File: src/rtl/serial_pkg.sv
// Shared definitions for the serial link transmitter and receiver:
// the frame state encoding and the fixed line levels.
package serial_pkg;

    typedef enum logic [2:0] {
        IDLE,
        START,
        DATA,
        PARITY,
        STOP
    } state_t;

    localparam logic LINE_IDLE = 1'b1;
    localparam logic START_BIT = 1'b0;
    localparam logic STOP_BIT  = 1'b1;

endpackage

File: src/rtl/serial_tx_bit_timer.sv
// Bit-period timer: counts clock cycles inside one bit and flags the last one.
// Shared unchanged between the transmitter and the receiver.
module bit_timer #(
    parameter int CLKS_PER_BIT = 4
) (
    input  logic clock,
    input  logic reset,
    input  logic clear,
    input  logic enable,
    output logic bitDone
);

    localparam int CW = $clog2(CLKS_PER_BIT + 1);
    localparam logic [CW-1:0] LAST = CW'(CLKS_PER_BIT - 1);

    logic [CW-1:0] count;

    // Wraps to zero at each bit boundary so the next bit starts fresh.
    always_ff @(posedge clock or negedge reset) begin
        if (!reset) begin
            count <= '0;
        end else if (clear) begin
            count <= '0;
        end else if (enable) begin
            if (count == LAST) begin
                count <= '0;
            end else begin
                count <= count + 1'b1;
            end
        end
    end

    assign bitDone = enable && !clear && (count == LAST);

endmodule

File: src/rtl/serial_tx.sv
// Parallel-in, serial-out transmitter: start bit, data LSB first, stop bit.
// Define SERIAL_TX_PARITY_EN to insert an even-parity bit before the stop bit.
module serial_tx
    import serial_pkg::*;
#(
    parameter int DATA_WIDTH   = 8,
    parameter int CLKS_PER_BIT = 4
) (
    input  logic                  clock,
    input  logic                  reset,
    input  logic [DATA_WIDTH-1:0] inData,
    input  logic                  inValid,
    output logic                  outReady,
    output logic                  outSerial,
    output logic                  outBusy
);

    localparam int IDX_W = (DATA_WIDTH > 1) ? $clog2(DATA_WIDTH) : 1;
    localparam logic [IDX_W-1:0] LAST_IDX = IDX_W'(DATA_WIDTH - 1);

    state_t                  state;
    logic [DATA_WIDTH-1:0]   shift_reg;
    logic [DATA_WIDTH-1:0]   shift_next;
    logic [IDX_W-1:0]        bit_index;
    logic                    bit_done;
`ifdef SERIAL_TX_PARITY_EN
    logic                    parity_bit;
`endif

    assign shift_next = shift_reg >> 1;

    // The timer is held at zero while idle so a new frame always starts a full bit period.
    bit_timer #(
        .CLKS_PER_BIT(CLKS_PER_BIT)
    ) u_bit_timer (
        .clock  (clock),
        .reset  (reset),
        .clear  (state == IDLE),
        .enable (state != IDLE),
        .bitDone(bit_done)
    );

    always_ff @(posedge clock or negedge reset) begin
        if (!reset) begin
            state     <= IDLE;
            shift_reg <= '0;
            bit_index <= '0;
            outSerial <= LINE_IDLE;
            outReady  <= 1'b1;
            outBusy   <= 1'b0;
`ifdef SERIAL_TX_PARITY_EN
            parity_bit <= 1'b0;
`endif
        end else begin
            case (state)
                IDLE: begin
                    outSerial <= LINE_IDLE;
                    outReady  <= 1'b1;
                    outBusy   <= 1'b0;
                    if (inValid && outReady) begin
                        shift_reg <= inData;
                        bit_index <= '0;
                        state     <= START;
                        outSerial <= START_BIT;
                        outReady  <= 1'b0;
                        outBusy   <= 1'b1;
`ifdef SERIAL_TX_PARITY_EN
                        parity_bit <= ^inData;
`endif
                    end
                end
                START: begin
                    if (bit_done) begin
                        state     <= DATA;
                        bit_index <= '0;
                        outSerial <= shift_reg[0];
                    end
                end
                DATA: begin
                    if (bit_done) begin
                        if (bit_index == LAST_IDX) begin
`ifdef SERIAL_TX_PARITY_EN
                            state     <= PARITY;
                            outSerial <= parity_bit;
`else
                            state     <= STOP;
                            outSerial <= STOP_BIT;
`endif
                        end else begin
                            shift_reg <= shift_next;
                            bit_index <= bit_index + 1'b1;
                            outSerial <= shift_next[0];
                        end
                    end
                end
`ifdef SERIAL_TX_PARITY_EN
                PARITY: begin
                    if (bit_done) begin
                        state     <= STOP;
                        outSerial <= STOP_BIT;
                    end
                end
`endif
                STOP: begin
                    if (bit_done) begin
                        state     <= IDLE;
                        outSerial <= LINE_IDLE;
                        outReady  <= 1'b1;
                        outBusy   <= 1'b0;
                    end
                end
                default: begin
                    state     <= IDLE;
                    outSerial <= LINE_IDLE;
                    outReady  <= 1'b1;
                    outBusy   <= 1'b0;
                end
            endcase
        end
    end

endmodule

File: config.mk
export PLATFORM = sky130hd
export DESIGN_NAME = serial_tx
export DESIGN_NICKNAME = d
export VERILOG_FILES = /design/src/rtl/serial_pkg.sv /design/src/rtl/serial_tx_bit_timer.sv /design/src/rtl/serial_tx.sv
export SDC_FILE = /design/constraint.sdc
export NUM_CORES = 1
export LEC_CHECK = 0
export ABC_AREA = 0
export CORE_MARGIN = 1
export CORE_UTILIZATION = 39
export DETAILED_ROUTE_END_ITERATION = 8
export PLACE_DENSITY = 0.64
export SYNTH_ARGS = -nofsm -noshare
export SYNTH_HDL_FRONTEND = slang
export SYNTH_SLANG_ARGS = --single-unit
export TNS_END_PERCENT = 1
File: constraint.sdc
create_clock -name clock -period 4.9 [get_ports clock]
set_clock_uncertainty 0.1 [all_clocks]
set_input_delay 0.735 -clock clock [delete_from_list [all_inputs] [get_ports clock]]
set_output_delay 0.735 -clock clock [all_outputs]
set_load 0.01 [all_outputs]
==> key figures <==
Finish
  – Share of layout cells above drive strength 1: 12.50%
  – Area Growth Syn to Fin: 14.74%
  – Fill count: around 260
  – Design area: 1276 um2
  – Max reg flops: 8
  – ANT cells: 0
  – Fin nets: ~140

Setup path
  – Slowest-stage cell, CP: dfstp_2
  – Crit-path cells: clkdlybuf4s50_1
  – CP arrival: around 1500 ps
  – CP Capture Type: output port
  – Worst reg-to-reg setup slack: 3050 ps
  – CP peak stage delay: 600 ps
  – CP Data Required Time: 4070 ps
  – CP Max Fanout: 6
  – Worst Setup Start Kind: flop
  – Cell family with most CP delay: flip-flops
  – Critical path origin: outReady
  – Worst reg2reg startpoint: state[1]
  – Worst reg2reg endpoint: shift_reg[6]
  – CP Class: reg -> out
  – CP bufs+invs: 1
  – R2R depth: 4

Clocking
  – Hold-fix buffers at CTS: 0
  – H-Tree Depth: 1
  – CTS buffer count: 3
  – Post-CTS sizing: 0
  – CTS root buffer: clkbuf_4
  – TritonCTS clock tree: built
  – Worst-skew pair later-pin latency: 310 ps
  – Clk slew on worst S/H paths: 110 ps
  – CTS sink count: 20
  – Post-CTS setup buffers: 0
  – Clock Path Buffers: 2

Min path
  – End of the worst hold path: u_bit_timer.count[0]
  – Worst hold path stage count: 1
  – Hold crit path type: reg -> reg
  – Worst hold start: u_bit_timer.count[0]

Drt
  – DR vias/cell: 5.775
  – Total Wirelength: 2171 um
  – Remaining antenna violation count: 0
  – Post-route DRC: 0
  – Average wire per standard cell: 14.38 um
  – Vias: 872
  – DR pass1 iterations: 3
  – Iter 0 DRT Violations: 10

Logic synthesis
  – Post-synthesis async set-or-reset flop share: 100.0%
  – Number of synthesized flops with an enable pin: 0
  – Synthesized area: 1112 um2
  – Avg Inst Size Synth: 10.11 um2
  – Synth unique cells: 35
  – Most instantiated cells after synthesis: dfrtp_1 (18), a21oi_1 (13), and3_1 (7), nor2_1 (7)
  – Post-synth top area share: between 40% and 50%
  – Seq cells post-synth: 20
  – Seq/Total Area, Yosys: 45.22%
  – Synth warn: 0
  – Count leader, synth: dfrtp_1
  – Syn nets: roughly 120
  – Largest cells by area after synthesis: dfrtp_1 (40%), a21oi_1 (5.8%), dfstp_2 (4.7%), o2bb2ai_1 (4.7%), and3_1 (3.9%)
  – Area leader, netlist: dfrtp_1
  – Synth Instances: 110
  – Top FF cell, synth: dfrtp_1

Pwr
  – P_leak: roughly 0.55 nW
  – PD cells: 506.1 nW/um2
  – VDD IR max: 0.2450 mV

Global routing
  – Overflow after GRT: 0
  – First-pass GRT wire length: 3822 um
  – Largest net degree at the start of global routing: 21
  – Initial antenna violation count: 0
  – Number of global-route vias before repair: 826
  – GRT Total Usage: around 16%

Placed design
  – IO buf count: 13
  – Routability Congestion: about 0.8
  – Post-DP HPWL: 1511 um
  – Placed instance area: 1240 um2
  – Dpl ws: 2684 ps

Floorplan
  – Row Count: 19
  – Top Ports: 14
  – Core Area: 2734 um2
  – Die area: 3070 um2
  – Die width: 55.41 um
  – Die Height: 55.41 um
  – Initial Utilization: 40.69%

Timing
  – Count of final max-slew check failures: 0
  – Final Hold Fails: 0
  – Final WS setup: between 2000 and 3000 ps
  – Fin Setup TNS: 0 ps
  – Fin crit share: 46.60%
  – RSZ-0062 raised after global routing: no
  – Fmax: between 400 and 500 MHz
  – Setup Viol. Count Final: 0
  – Final min period: about 2300 ps
  – Least-Margin Pin Slew: just under 900 ps
  – WHS: approximately 360 ps
  – Relative slew slack: 41.54%

Run
  – Max-cap violations: 0

Run status
  – Outcome: finished, final reports clean
## report_power, final
part | switching, W | internal [W] | leakage (nW) | total [W]
Clock | 0.0000533 | 0.0000453 | 0.0210 | 0.0000986
Sequential | 0.0000653 | 0.000230 | 0.253 | 0.000295
Combinational | 0.000125 | 0.000127 | 0.272 | 0.000252
## area by class of cell
type / instances / area [um2] / share of cell area [%]
well taps: 31 / 38.79 / 3.039
repair buffers: 13 / 130.1 / 10.20
multi-input cells: 83 / 568.0 / 44.51
clock buffers: 4 / 36.28 / 2.843
flip-flops and latches: 20 / 503.0 / 39.41
## layout by cell type, fill, tap and decap left out
cell	instances
dfrtp_1	18
a21oi_1	13
clkdlybuf4s50_1	13
nor2_1	7
and3_1	7
nor2b_1	6
o2bb2ai_1	6
nand2b_1	5
nor3_1	3
nand2_1	3
o21ai_0	3
nand3_1	3
o22ai_1	3
ha_1	3
clkbuf_4	3
nor3_2	2
a22o_1	2
dfstp_2	2
nor3_4	1
nor3b_1	1
a31oi_1	1
or2_1	1
or2_2	1
nand4_1	1
nand3_2	1
o211ai_1	1
nor3b_2	1
o21bai_1	1
o21a_4	1
o2bb2ai_2	1
mux2_2	1
a211oi_1	1
o31ai_1	1
o311ai_1	1
o211a_1	1
clkbuf_8	1
## worst max path at each step
stage | to | cells past startpoint
after detailed placement | shift_reg[4] | 5
after global routing | outReady | 1
after floorplan | shift_reg[0] | 7
after CTS | outReady | 1
final | outReady | 1
after global placement | shift_reg[3] | 5
## per-stage QoR
step	std cells	power, W	util (%)
3_5_place_dp	147	0.0005519	45.35
3_3_place_gp	147	0.0005439	45.35
2_1_floorplan	110	0.0004836	-
6_report	151	0.0006459	46.68
5_1_grt	151	0.0006963	46.68
4_1_cts	151	0.0006496	46.68
## logic make-up (layout without fill, tap and decap cells)
logic type	count (synthesis)	after routing	synth area share [%]
flops	20	20	45.22
mux	1	1	1.012
compound gates	36	36	22.84
fa+ha+maj	3	3	3.375
simple gates	43	43	23.85
buf+inv	7	17	3.712
## metal layers
metal  routed length, um  part of all wire, %  GRT usage [%]
met1                1108                   51          22.17
met2                 999                   46          23.92
met3                  49                  2.3          2.342
met4                  13                 0.60          6.429
met5                   0                    0              0
Note: power is estimated with default switching activity, not from simulation.
